==> src/rtl/mem_stage.sv <==
// mem_stage: memory pipeline stage between ex_stage and wb_stage.
// Issues one word-aligned data-memory request per load/store, tracks the
// outstanding request (IDLE/WAIT) and latches mem_stage_reg for wb_stage.
// Optional feature: define MEM_MISALIGN_CHECK_EN to suppress misaligned
// half/word accesses and report them on o_misalign.

package mem_stage_pkg;

  typedef struct packed {
    logic       mem_read;
    logic       mem_write;
    logic [2:0] mem_funct3;
  } mem_ctrl_t;

  typedef struct packed {
    logic regf_we;
  } wb_ctrl_t;

  typedef struct packed {
    logic        valid;
    logic [31:0] pc;
    logic [31:0] insn;
    logic [31:0] mem_addr;
    logic [3:0]  mem_rmask;
    logic [3:0]  mem_wmask;
    logic [31:0] mem_wdata;
  } rvfi_t;

  typedef struct packed {
    logic [31:0] func_out;
    logic [31:0] rs2_rdata;
    logic [4:0]  rd_addr;
    mem_ctrl_t   mem_ctrl;
    wb_ctrl_t    wb_ctrl;
    rvfi_t       rvfi;
  } ex_stage_t;

  typedef struct packed {
    logic [31:0] func_out;
    logic [31:0] rs2_rdata;
    logic [4:0]  rd_addr;
    mem_ctrl_t   mem_ctrl;
    wb_ctrl_t    wb_ctrl;
    rvfi_t       rvfi;
  } mem_stage_t;

endpackage

module mem_stage
  import mem_stage_pkg::*;
(
  input  logic        clk,
  input  logic        rst,
  input  logic        mem_stall,
  input  logic        mem_flush,
  input  ex_stage_t   ex_stage_reg,
  output logic [31:0] dmem_addr,
  output logic [3:0]  dmem_rmask,
  output logic [3:0]  dmem_wmask,
  output logic [31:0] dmem_wdata,
  input  logic        dmem_resp,
  output logic        o_busy,
  output logic        o_resp_err,
  output logic [31:0] o_load_cnt,
  output logic [31:0] o_store_cnt,
`ifdef MEM_MISALIGN_CHECK_EN
  output logic        o_misalign,
`endif
  output mem_stage_t  mem_stage_reg
);

  typedef enum logic {
    S_IDLE = 1'b0,
    S_WAIT = 1'b1
  } state_t;

  state_t      state_q, state_d;
  logic        resp_err_q, resp_err_d;
  logic [31:0] load_cnt_q, load_cnt_d;
  logic [31:0] store_cnt_q, store_cnt_d;
  mem_stage_t  mem_stage_q, mem_stage_d;

  logic        mem_op;
  logic [1:0]  byte_off;
  logic [3:0]  byte_mask;
  logic [31:0] store_data;
  logic        misalign;
  logic        try_issue;
  logic        issue;

  // Access decode: byte lanes, store-data alignment and misalignment detect.
  always_comb begin
    mem_op     = (ex_stage_reg.mem_ctrl.mem_read | ex_stage_reg.mem_ctrl.mem_write)
                 & ex_stage_reg.rvfi.valid;
    byte_off   = ex_stage_reg.func_out[1:0];
    byte_mask  = 4'b1111;
    store_data = ex_stage_reg.rs2_rdata;
    misalign   = 1'b0;
    case (ex_stage_reg.mem_ctrl.mem_funct3[1:0])
      2'b00: begin
        byte_mask  = 4'b0001 << byte_off;
        store_data = ex_stage_reg.rs2_rdata << {byte_off, 3'b000};
      end
      2'b01: begin
        byte_mask  = 4'b0011 << {byte_off[1], 1'b0};
        store_data = ex_stage_reg.rs2_rdata << {byte_off[1], 4'b0000};
`ifdef MEM_MISALIGN_CHECK_EN
        misalign   = byte_off[0];
`endif
      end
      default: begin
`ifdef MEM_MISALIGN_CHECK_EN
        misalign   = (byte_off != 2'b00);
`endif
      end
    endcase
    // Reset gates the request so the dmem outputs read zero while rst is low.
    try_issue = rst & (state_q == S_IDLE) & mem_op & ~mem_stall & ~mem_flush;
    issue     = try_issue & ~misalign;
  end

  // Request outputs: nonzero only in the issue cycle.
  always_comb begin
    dmem_addr  = 32'd0;
    dmem_rmask = 4'd0;
    dmem_wmask = 4'd0;
    dmem_wdata = 32'd0;
    if (issue) begin
      dmem_addr = {ex_stage_reg.func_out[31:2], 2'b00};
      if (ex_stage_reg.mem_ctrl.mem_read) begin
        dmem_rmask = byte_mask;
      end
      if (ex_stage_reg.mem_ctrl.mem_write) begin
        dmem_wmask = byte_mask;
        dmem_wdata = store_data;
      end
    end
  end

  // Next-state: request FSM, sticky error, issue counters.
  always_comb begin
    state_d     = state_q;
    resp_err_d  = resp_err_q;
    load_cnt_d  = load_cnt_q;
    store_cnt_d = store_cnt_q;
    case (state_q)
      S_IDLE: begin
        if (issue) begin
          state_d = S_WAIT;
        end
        if (dmem_resp) begin
          resp_err_d = 1'b1;
        end
      end
      S_WAIT: begin
        if (dmem_resp) begin
          state_d = S_IDLE;
        end
      end
      default: state_d = S_IDLE;
    endcase
    if (issue && ex_stage_reg.mem_ctrl.mem_read) begin
      load_cnt_d = load_cnt_q + 32'd1;
    end
    if (issue && ex_stage_reg.mem_ctrl.mem_write) begin
      store_cnt_d = store_cnt_q + 32'd1;
    end
  end

  // Next pipeline register: bubble on flush, hold on stall, else load from ex.
  always_comb begin
    mem_stage_d = mem_stage_q;
    if (mem_flush || !mem_stall) begin
      mem_stage_d.func_out       = ex_stage_reg.func_out;
      mem_stage_d.rs2_rdata      = ex_stage_reg.rs2_rdata;
      mem_stage_d.rd_addr        = ex_stage_reg.rd_addr;
      mem_stage_d.mem_ctrl       = ex_stage_reg.mem_ctrl;
      mem_stage_d.wb_ctrl        = ex_stage_reg.wb_ctrl;
      mem_stage_d.rvfi           = ex_stage_reg.rvfi;
      mem_stage_d.rvfi.mem_addr  = dmem_addr;
      mem_stage_d.rvfi.mem_rmask = dmem_rmask;
      mem_stage_d.rvfi.mem_wmask = dmem_wmask;
      mem_stage_d.rvfi.mem_wdata = dmem_wdata;
      // A suppressed misaligned access must not write the register file.
      if (try_issue && misalign) begin
        mem_stage_d.wb_ctrl.regf_we = 1'b0;
      end
      if (mem_flush) begin
        mem_stage_d.rvfi.valid      = 1'b0;
        mem_stage_d.wb_ctrl.regf_we = 1'b0;
        mem_stage_d.mem_ctrl        = '0;
      end
    end
  end

  // State registers with asynchronous active-low reset.
  always_ff @(posedge clk or negedge rst) begin
    if (!rst) begin
      state_q     <= S_IDLE;
      resp_err_q  <= 1'b0;
      load_cnt_q  <= 32'd0;
      store_cnt_q <= 32'd0;
      mem_stage_q <= '0;
    end else begin
      state_q     <= state_d;
      resp_err_q  <= resp_err_d;
      load_cnt_q  <= load_cnt_d;
      store_cnt_q <= store_cnt_d;
      mem_stage_q <= mem_stage_d;
    end
  end

`ifdef MEM_MISALIGN_CHECK_EN
  logic misalign_q;

  // One-cycle pulse after a misaligned access is dropped.
  always_ff @(posedge clk or negedge rst) begin
    if (!rst) begin
      misalign_q <= 1'b0;
    end else begin
      misalign_q <= try_issue & misalign;
    end
  end

  assign o_misalign = misalign_q;
`endif

  assign o_busy        = (state_q == S_WAIT);
  assign o_resp_err    = resp_err_q;
  assign o_load_cnt    = load_cnt_q;
  assign o_store_cnt   = store_cnt_q;
  assign mem_stage_reg = mem_stage_q;

endmodule

==> config.mk <==
export PLATFORM = sky130hd
export DESIGN_NAME = mem_stage
export DESIGN_NICKNAME = d
export VERILOG_FILES = /design/src/rtl/mem_stage.sv
export SDC_FILE = /design/constraint.sdc
export NUM_CORES = 1
export LEC_CHECK = 0
export BUFFER_PORTS_ARGS = -buffer_cell sky130_fd_sc_hd__buf_2
export CAP_MARGIN = 10
export CORE_AREA = 10 10 212 214
export DETAILED_ROUTE_END_ITERATION = 10
export DIE_AREA = 0 0 222 224
export GPL_TIMING_DRIVEN = 0
export PLACE_DENSITY = 0.6
export SKIP_LAST_GASP = 1
export SYNTH_ARGS = -nofsm -noshare
export SYNTH_HDL_FRONTEND = slang
export SYNTH_SLANG_ARGS = --single-unit
export TNS_END_PERCENT = 20
==> constraint.sdc <==
create_clock -name clk -period 2.9 [get_ports clk]
set_clock_uncertainty 0.05 [all_clocks]
set_input_delay 0.435 -clock clk [delete_from_list [all_inputs] [get_ports clk]]
set_output_delay 0.435 -clock clk [all_outputs]
set_load 0.02 [all_outputs]
* Yosys cells after proc, flatten, opt, wreduce, memory -nomap -nowiden
Index checks and enable logic that the tools add are counted.
** Word-level totals
- Word-level logic and storage cells :: 53
- Output and inout bits :: 350
- Input bits :: 217
- Register bits :: 278
** Operators by class
- Mux-type cells :: 13
- Reduce and logical (&&, ||, !) cells :: 6
- Add/subtract/negate cells :: 2
- Equal/unequal tests :: 1
- Shifts and indexed selects :: 4
- Bitwise gates (word level) :: 9
** Operators with widths (count)
- $mux W32 :: 3
- $add A32 B1 Y32 const B :: 2
- $pmux W32 S2 :: 1
- $shl A32 B5 Y32 :: 2
- $mux W4 :: 4
- $pmux W4 S2 :: 1
- $mux W7 :: 1
- $and A1 B1 Y1 :: 5
- $shl A1 B2 Y4 const A :: 1
- $shl A2 B2 Y4 const A :: 1
- $not A1 Y1 :: 3
- $eq A2 B1 Y1 const B :: 1
- $logic_and A1 B1 Y1 :: 2
- $logic_not A2 Y1 :: 1
- $mux W1 :: 2
- $pmux W1 S2 :: 1
- $reduce_and A2 Y1 :: 1
- $logic_not A1 Y1 :: 1
- $logic_or A1 B1 Y1 :: 1
- $or A1 B1 Y1 :: 1

* Longest topological paths before layout
Gate-level depths: netlist of the first run.
- Depth after elaboration :: 7
- Gate-level depth with buffers :: 7
- Mapped depth without buffers :: 5

* Least setup slack after synthesis of the first run
Ideal clock, no wire load.
- Path type :: input -> output
- Start :: input mem_flush
- End :: output dmem_wdata[24]
- Required time :: 2.415 ns
- Buffers on the path :: 3
- Slack :: 0.270 ns
- Stages on the path :: 6
- Data arrival time :: 2.145 ns
- Cells stage by stage :: buf_2 nand4bb_4 or3b_1 buf_2 buf_1 nor3_1
** Between the ends
- Word-level cells in the longest chain between the ends :: 3
** RTL lines
- start, declared :: line 55 : input logic mem_flush,
- $not A1 Y1 :: line 118 : try_issue = rst & (state_q == S_IDLE) & mem_op & ~mem_stall & ~mem_flush;
- $and A1 B1 Y1 :: line 118
- $mux W32 :: line 128 : if (issue) begin
- end, declared :: line 60 : output logic [31:0] dmem_wdata,
No other way between the ends.

* Worst setup path in the final report of the first run
- Start :: input mem_flush
- End :: output dmem_wdata[14]
The elaborated chain is that of the path after synthesis.

==> results of run 1 <==
## worst max path at each step
stage                           to              start
global placement     dmem_addr[30]                rst
detailed placement   dmem_addr[30]                rst
floorplan           dmem_wdata[24]          mem_flush
CTS                   dmem_addr[4]   o_busy$_DFF_PN0_
finish              dmem_wdata[14]          mem_flush
global route        dmem_wdata[23]  ex_stage_reg[180]
## layout make-up
type / instances / share of cell area, %
multi-input cells: 614 / 28.4
repair buffers: 504 / 16.9
flip-flops and latches: 276 / 41.8
inverters: 5 / 0.114
plain buffers: 62 / 1.78
clock inverters: 12 / 0.978
clock buffers: 48 / 5.90
well taps: 532 / 4.03
diodes: 3 / 0.0455
## Yosys cell counts, drive strengths merged (2+ instances only)
cell type	instances
nor2	44
nand4	30
nand3b	2
nor3	16
nand3	35
and3	13
a31oi	8
nor4	11
a2bb2oi	7
o21ai	11
ha	2
nor2b	4
and4	5
a211o	8
xor2	16
nand2	47
buf	31
nand4b	2
dfrtp	276
mux2	134
o22ai	8
xnor2	46
and2	40
a21oi	12
nor3b	8
a21o	53
or4	2
mux2i	13
nand2b	10
a22o	8
clkbuf	31
o31ai	8
inv	4
## power by group through the flow
stage               clock network [mW]  registers [mW]  logic, mW
CTS                               4.46            4.21       1.41
global placement                     0            4.26       1.33
detailed placement                   0            4.28       1.35
global route                      4.61            4.24       1.50
floorplan                            0            4.53      0.431
finish                            4.33            4.21       1.38
## worst max-delay path: cells and delay by family
family / cells / cell delay (ns)
AO/OA/AOI/OAI: 1 / 0.40
buffers and inverters: 3 / 0.71
AND/OR/NAND/NOR: 2 / 0.78
## routing by layer
metal | routed length, µm | GRT usage [%] | vias to the layer above
li1 | - | - | 4469
met3 | 4010 | 6.67 | 54
met2 | 22600 | 30.1 | 376
met4 | 749 | 4.54 | 4
met5 | 21 | 0 | -
met1 | 18500 | 20.8 | 4947
## cell families after synthesis
family,share of synthesized area (%)
adders and majority gates,0.211
buffers and inverters,2.48
DFF,58.3
xor gates and xnor gates,4.59
muxes,13.8
and+or+nand+nor,12.9
other,0.0317
AOI/OAI and AO/OA,7.60
## repair_timing
item,in CTS,in global routing
pin swaps,1,0
buffers inserted,4,0
hold buffers,7,0
cloned,5,0
setup endpoints to repair,79,29
resized for setup,19,6
hold endpoints to repair,80,0
==> summary.txt, run 1 <==
post-synth cell types: 47
area of the multi-input gates: 4690 µm²
die width: 222 µm
PwrDens: 601 nW/µm²
DP Cell Count: 1,977
worst r2r path cells: 5
most frequent cells in the layout: buf_2, dfrtp_1, mux2_2
Post-synth ARST share: 100%
CP required: 2.41 ns
r2r setup slk: 0.72 ns
vias per cell: 4.79
Hold Startpoint: dmem_resp
Hold Vio Cnt, Final: 0
FF/Latch Area: 6910 µm²
max incr delay on CP: 0.46 ns
Internal: 7.22 mW
maximum buffer depth of the clock tree: 3
top_reg_cell synth: dfrtp_1
crit share post-route: 97.7%
maximum clock frequency: 0.353 GHz
critical-path cell list: buf_2 > nand4bb_4 > or3b_4 > clkbuf_2 > a31oi_1 > buf_2
Finished Core Util: 40.7%
most frequent CP cell: buf_2
die height: 224 µm
Post-synth EDFFs: 0
crit path capture type: primary output
most common cell after layout, fill and taps aside: buf_2
total track usage: 17.8%
Yosys warning total: 0
VDD IR max: 0.000407 V
Least-Margin Pin Slew: 0.890 ns
CP max-delay cell: or3b_4
Buffers on Ports: 486
Final Total Pwr: 9.93 mW
die area: 49,700 µm²
Final Cell Area: 16,500 µm²
worst slack at placement: -1.16 ns
routed len/inst: 22.3 µm
CTS tree: done
Avg Synthesized Cell Area: 12.4 µm²
Combinational Power Share: 13.9%
Seq pwr share: 42.4%
top cell type's share of synthesized area: 58.3%
sw power: 2.70 mW
Detailed Route WL: 45.9 mm
CTS Buf Count: 34
RSZ-0062 raised after global routing: yes
Via Count: 9,850
synthesized cell area: 11,800 µm²
number of global-route vias before repair: 10,600
fin. max-slew vios: 0
largest net degree at the start of global routing: 116
reg-to-reg endpoint: o_load_cnt[30]$_DFFE_PN0P_
initial DRC count: 540
H-Tree Depth: 2
status: complete, no violations
Synth area leaders: dfrtp_1, mux2_2, xnor2_1
number of synthesized register bits: 276
final setup TNS: 0 ns
io pins: 567
Clk network pwr share: 43.7%
Mapped Cells: 954
clk_lat worst skew: 0.52 ns
Post-DP Area: 15,000 µm²
Startpoint Class: input port
number of flip-flops in the largest register: 210
total global routing overflow: 0
Num Clock Sinks: 276
Root Buffer: clkbuf_16
WP data arrival: 2.35 ns
Max Cap Viol: 0
Final setup viols: 0
Yosys top cell by area: dfrtp_1
min Tclk post-route: 2.83 ns
P_leak: 8.66 nW
initial antenna violation count: 3
P&R area growth vs syn: 39.5%
worst hold path cell count: 2
final worst slack: 0.0665 ns
final non-filler cell total: 2,056
Worst slew margin: 40.2%
hold_ws: 0.0531 ns
switching share of total power: 27.2%
Routability Congestion: 0.861
Layout Nets: 1,716
Setup CP Type: in -> out
core area: 40,600 µm²
post-DP HPWL: 34.8 mm
sequential element share of the synthesized area: 58.3%
DRC: 0
Starting Density: 29.2%
Crit Path Max Fanout: 10
worst hold path endpoint: o_busy$_DFF_PN0_
layout cells sized above 1: 48.1%
row count: 74
hold crit path type: in -> reg
clock slew at reported path FFs: 0.06 ns
DRT Pass-1 Iters: 5
Fill cells: 3,921
FF-to-FF Start: o_load_cnt[2]$_DFFE_PN0P_
first-pass GRT wire length: 68.4 mm
DRT antenna net count: 0
Note: power is estimated with default switching activity, not from simulation.
==> inputs of run 2 (changes only) <==
--- a/config.mk
+++ b/config.mk
@@ -12,6 +12,7 @@
 export DIE_AREA = 0 0 222 224
 export GPL_TIMING_DRIVEN = 0
 export PLACE_DENSITY = 0.6
+export SETUP_SLACK_MARGIN = 0.5
 export SKIP_LAST_GASP = 1
 export SYNTH_ARGS = -nofsm -noshare
 export SYNTH_HDL_FRONTEND = slang
==> summary.txt, run 2 (synthesis results as in run 1) <==
hold crit path type: in -> reg
die height: 224 µm
routed len/inst: 22.5 µm
worst r2r path cells: 5
Post-DP Area: 15,100 µm²
met1 usage: 20.8%
sw power: 2.69 mW
min Tclk post-route: 2.59 ns
clk_lat worst skew: 0.57 ns
Combinational Power Share: 15.4%
Setup CP Type: reg -> out
die area: 49,700 µm²
r2r setup slk: 0.69 ns
total track usage: 18.0%
number of flip-flops in the largest register: 210
most frequent cells in the layout: buf_2, dfrtp_1, mux2_2
die width: 222 µm
H-Tree Depth: 1
Num Clock Sinks: 276
P&R area growth vs syn: 47.1%
worst hold path endpoint: mem_stage_reg[106]$_DFFE_PN0P_
core area: 40,600 µm²
status: complete, no violations
VDD IR max: 0.000464 V
crit share post-route: 89.2%
Via Count: 9,964
row count: 74
Hold Vio Cnt, Final: 0
Routability Congestion: 0.864
Max Cap Viol: 0
final setup TNS: 0 ns
Detailed Route WL: 46.9 mm
Startpoint Class: flop
io pins: 567
Clk network pwr share: 40.3%
DRT Pass-1 Iters: 4
vias per cell: 4.78
hold_ws: 0.0372 ns
DRT antenna net count: 0
Hold Startpoint: ex_stage_reg[106]
Layout Nets: 1,747
CP required: 2.41 ns
CTS tree: done
largest net degree at the start of global routing: 114
crit path capture type: primary output
first-pass GRT wire length: 69.6 mm
initial DRC count: 558
number of global-route vias before repair: 10,900
GR peak layer: met2
Buffers on Ports: 486
CTS Buf Count: 31
initial antenna violation count: 4
P_leak: 8.93 nW
maximum buffer depth of the clock tree: 3
Worst slew margin: 42.4%
Starting Density: 29.2%
fin. max-slew vios: 0
WP data arrival: 2.10 ns
reg-to-reg endpoint: o_load_cnt[29]$_DFFE_PN0P_
PwrDens: 546 nW/µm²
Final Total Pwr: 9.50 mW
worst hold path cell count: 2
total global routing overflow: 0
DRC: 0
Final setup viols: 0
layout cells sized above 1: 52.9%
Fill cells: 3,904
most common cell after layout, fill and taps aside: buf_2
global-route track usage on met2: 31.1%
Root Buffer: clkbuf_16
maximum clock frequency: 0.387 GHz
Crit Path Max Fanout: 5
post-DP HPWL: 35.0 mm
GRT met3 Usage: 6.26%
FF-to-FF Start: o_load_cnt[2]$_DFFE_PN0P_
Internal: 6.81 mW
Least-Margin Pin Slew: 0.861 ns
Seq pwr share: 44.3%
RSZ-0062 raised after global routing: yes
Final Cell Area: 17,400 µm²
switching share of total power: 28.3%
clock slew at reported path FFs: 0.06 ns
==> run 2: cell count changes in the layout (fill, tap and decap cells not counted), sizes merged <==
cell | previous run | this run
inv | 7 | 6
clkbuf | 79 | 76
clkinvlp | 0 | 5
clkinv | 7 | 8
bufinv | 3 | 0
buf | 524 | 553
dlygate4sd3 | 6 | 8
==> run 2: worst max-delay path by stage <==
| stage | start | endpoint | slack (ns) | cells after the start |
|---|---|---|---|---|
| 2_1_floorplan | mem_flush | dmem_wdata[30] | 0.45 | 6 |
| 3_3_place_gp | rst | dmem_addr[24] | -5.29 | 6 |
| 3_5_place_dp | rst | dmem_addr[24] | -1.06 | 7 |
| 4_1_cts | o_busy$_DFF_PN0_ | dmem_wdata[13] | 0.29 | 4 |
| 5_1_grt | o_busy$_DFF_PN0_ | dmem_wdata[7] | 0.25 | 5 |
| 6_report | o_busy$_DFF_PN0_ | dmem_wdata[7] | 0.31 | 5 |
==> run 2: stage by stage <==
step / utilization [%] / setup WS (ns) / std cells
finish: 42.9 / 0.314 / 2086
global route: 42.9 / 0.254 / 2086
CTS: 42.5 / 0.287 / 2078
detailed placement: 37.2 / -1.06 / 1977
global placement: 37.1 / -5.29 / 1975
floorplan: - / 0.452 / 957
==> run 2: area by class of cell <==
class	instances	area (µm²)	area share, %
Multi-Input combinational cell	614	4980	28.6
Buffer	62	418	2.40
Antenna cell	3	7.51	0.0431
Inverter	5	20.0	0.115
Sequential cell	276	6910	39.7
Timing Repair Buffer	538	3420	19.6
Tap cell	532	666	3.82
Clock buffer	42	897	5.15
Clock inverter	14	101	0.582
==> run 2: critical path, cell delays in order, from the launching register on <==
cell and delay (ns):
dfrtp_1 0.41, or3b_4 0.47, nor2_4 0.23, buf_6 0.14
and2_1 0.11, buf_2 0.16
==> run 2: per-layer routing <==
layer	part of all wire (%)	wire length, µm
met5	0	0
met1	39	18400
met3	8.6	4040
met2	50	23500
met4	2.0	922
==> run 2: power groups by stage <==
| stage | sequential (mW) | clock [mW] | combinational, mW |
|---|---|---|---|
| global route | 4.23 | 4.08 | 1.57 |
| global placement | 4.26 | 0 | 1.34 |
| finish | 4.21 | 3.83 | 1.46 |
| floorplan | 4.53 | 0 | 0.440 |
| detailed placement | 4.27 | 0 | 1.36 |
| CTS | 4.20 | 3.94 | 1.48 |
==> run 2: repair_timing <==
| item | in CTS | in global routing |
|---|---|---|
| setup buffers | 26 | 4 |
| setup endpoints to repair | 136 | 83 |
| resized for setup | 168 | 40 |
| hold buffers | 10 | 0 |
| gates cloned | 9 | 1 |
| pin swaps | 33 | 2 |
| hold endpoints to repair | 177 | 0 |
==> inputs of run 3 (changes only) <==
--- a/config.mk
+++ b/config.mk
@@ -8,6 +8,7 @@
 export BUFFER_PORTS_ARGS = -buffer_cell sky130_fd_sc_hd__buf_2
 export CAP_MARGIN = 10
 export CORE_AREA = 10 10 212 214
+export CTS_BUF_LIST = sky130_fd_sc_hd__clkbuf_16
 export DETAILED_ROUTE_END_ITERATION = 10
 export DIE_AREA = 0 0 222 224
 export GPL_TIMING_DRIVEN = 0
==> summary.txt, run 3 (synthesis results as in run 1) <==
Root Buffer: clkbuf_16
Least-Margin Pin Slew: 1.03 ns
crit share post-route: 88.9%
total global routing overflow: 0
FF-to-FF Start: o_load_cnt[2]$_DFFE_PN0P_
VDD IR max: 0.000414 V
crit path capture type: primary output
total track usage: 17.5%
number of global-route vias before repair: 10,700
delay-heaviest family, CP: buffers and inverters
vias per cell: 4.78
H-Tree Depth: 1
Layout Nets: 1,734
critical-path cell list: or3b_4 > clkbuf_4 > a31oi_2 > buf_2
routed len/inst: 22.1 µm
die height: 224 µm
CP max-delay cell: or3b_4
Worst slew margin: 30.8%
most frequent cells in the layout: buf_2, dfrtp_1, mux2_2
Setup CP Type: reg -> out
DRC: 0
Num Clock Sinks: 276
Hold Startpoint: ex_stage_reg[94]
worst slack at placement: -1.06 ns
first-pass GRT wire length: 68.0 mm
CTS Buf Count: 31
die area: 49,700 µm²
clock slew at reported path FFs: 0.06 ns
DRT antenna net count: 0
most common cell after layout, fill and taps aside: buf_2
area of the multi-input gates: 4880 µm²
maximum buffer depth of the clock tree: 3
P_leak: 8.73 nW
fin. max-slew vios: 0
Via Count: 9,900
final setup TNS: 0 ns
FF/Latch Area: 6910 µm²
Startpoint Class: flop
crit path launch: o_busy$_DFF_PN0_
min Tclk post-route: 2.58 ns
WP data arrival: 2.09 ns
core area: 40,600 µm²
initial antenna violation count: 2
Crit Path Max Fanout: 10
number of flip-flops in the largest register: 210
max incr delay on CP: 0.42 ns
largest net degree at the start of global routing: 114
hold crit path type: in -> reg
Buffers on Ports: 486
die width: 222 µm
clk_lat worst skew: 0.57 ns
CTS tree: done
PwrDens: 548 nW/µm²
maximum clock frequency: 0.388 GHz
Detailed Route WL: 45.8 mm
P&R area growth vs syn: 42.3%
Finished Core Util: 41.5%
worst path bufs/invs: 2
Final setup viols: 0
row count: 74
Hold Vio Cnt, Final: 0
Fill cells: 3,971
status: complete, no violations
Starting Density: 29.2%
RSZ-0062 raised after global routing: yes
final worst slack: 0.321 ns
initial DRC count: 659
CP required: 2.41 ns
post-DP HPWL: 35.0 mm
io pins: 567
DRT Pass-1 Iters: 4
Routability Congestion: 0.864
layout cells sized above 1: 50.6%
Max Cap Viol: 0
-- run 3: changes by cell type in the layout (fill, tap and decap cells not counted), sizes merged --
cell      previous run  this run
buf                553       544
inv                  6         9
clkinvlp             5         6
clkinv               8        15
diode                3         1
clkbuf              76        61
-- run 3: report_power, final --
part / switching [mW] / internal, mW
logic: 0.879 / 0.557
registers: 0.137 / 4.07
clock network: 1.64 / 1.95
total: 2.66 / 6.57
-- run 3: timing repair --
item | 4_1_cts | 5_1_grt
buffers inserted | 11 | 11
hold buffers | 9 | 0
resized for setup | 63 | 51
pin swaps | 6 | 5
gates cloned | 5 | 1
setup endpoints to repair | 144 | 88
hold endpoints to repair | 176 | 0
-- run 3: area by class of cell --
class,count,area share [%]
Sequential cell,276,41.0
Antenna cell,1,0.0149
Timing Repair Buffer,525,18.3
Multi-Input combinational cell,614,29.0
Clock inverter,25,0.847
Tap cell,532,3.95
Inverter,5,0.134
Clock buffer,31,4.61
Buffer,62,2.18
-- run 3: worst paths after layout --
path | cells after the start | endpoint | slack [ns]
max | 4 | dmem_wdata[15] | 0.32
min | 2 | mem_stage_reg[94]$_DFFE_PN0P_ | 0.04
max reg2reg | 5 | o_load_cnt[29]$_DFFE_PN0P_ | 0.69
min reg2reg | 1 | o_resp_err$_DFFE_PN0P_ | 0.41
max in group asynchronous | 3 | mem_stage_reg[50]$_DFFE_PN0P_ | 1.14
min in group asynchronous | 3 | mem_stage_reg[164]$_DFFE_PN0P_ | 0.49
-- run 3: layer usage --
metal / up-vias / share of wire [%] / wire length [µm] / global-route usage, %
met2: 407 / 50 / 22700 / 30.0
li1: 4501 / - / - / -
met5: - / 0 / 0 / 0
met3: 50 / 8.4 / 3840 / 5.80
met1: 4942 / 40 / 18400 / 20.7
met4: 0 / 1.8 / 845 / 4.02
-- run 3: through the flow --
step	cells	hold slack (ns)	total power [mW]	cell area, µm²
CTS	2058	0.0000348	9.33	16600
detailed placement	1977	0.345	5.63	15100
global placement	1975	0.388	5.60	15000
floorplan	957	0.0894	4.97	11900
finish	2071	0.0350	9.23	16800
global route	2071	0.00953	9.61	16800
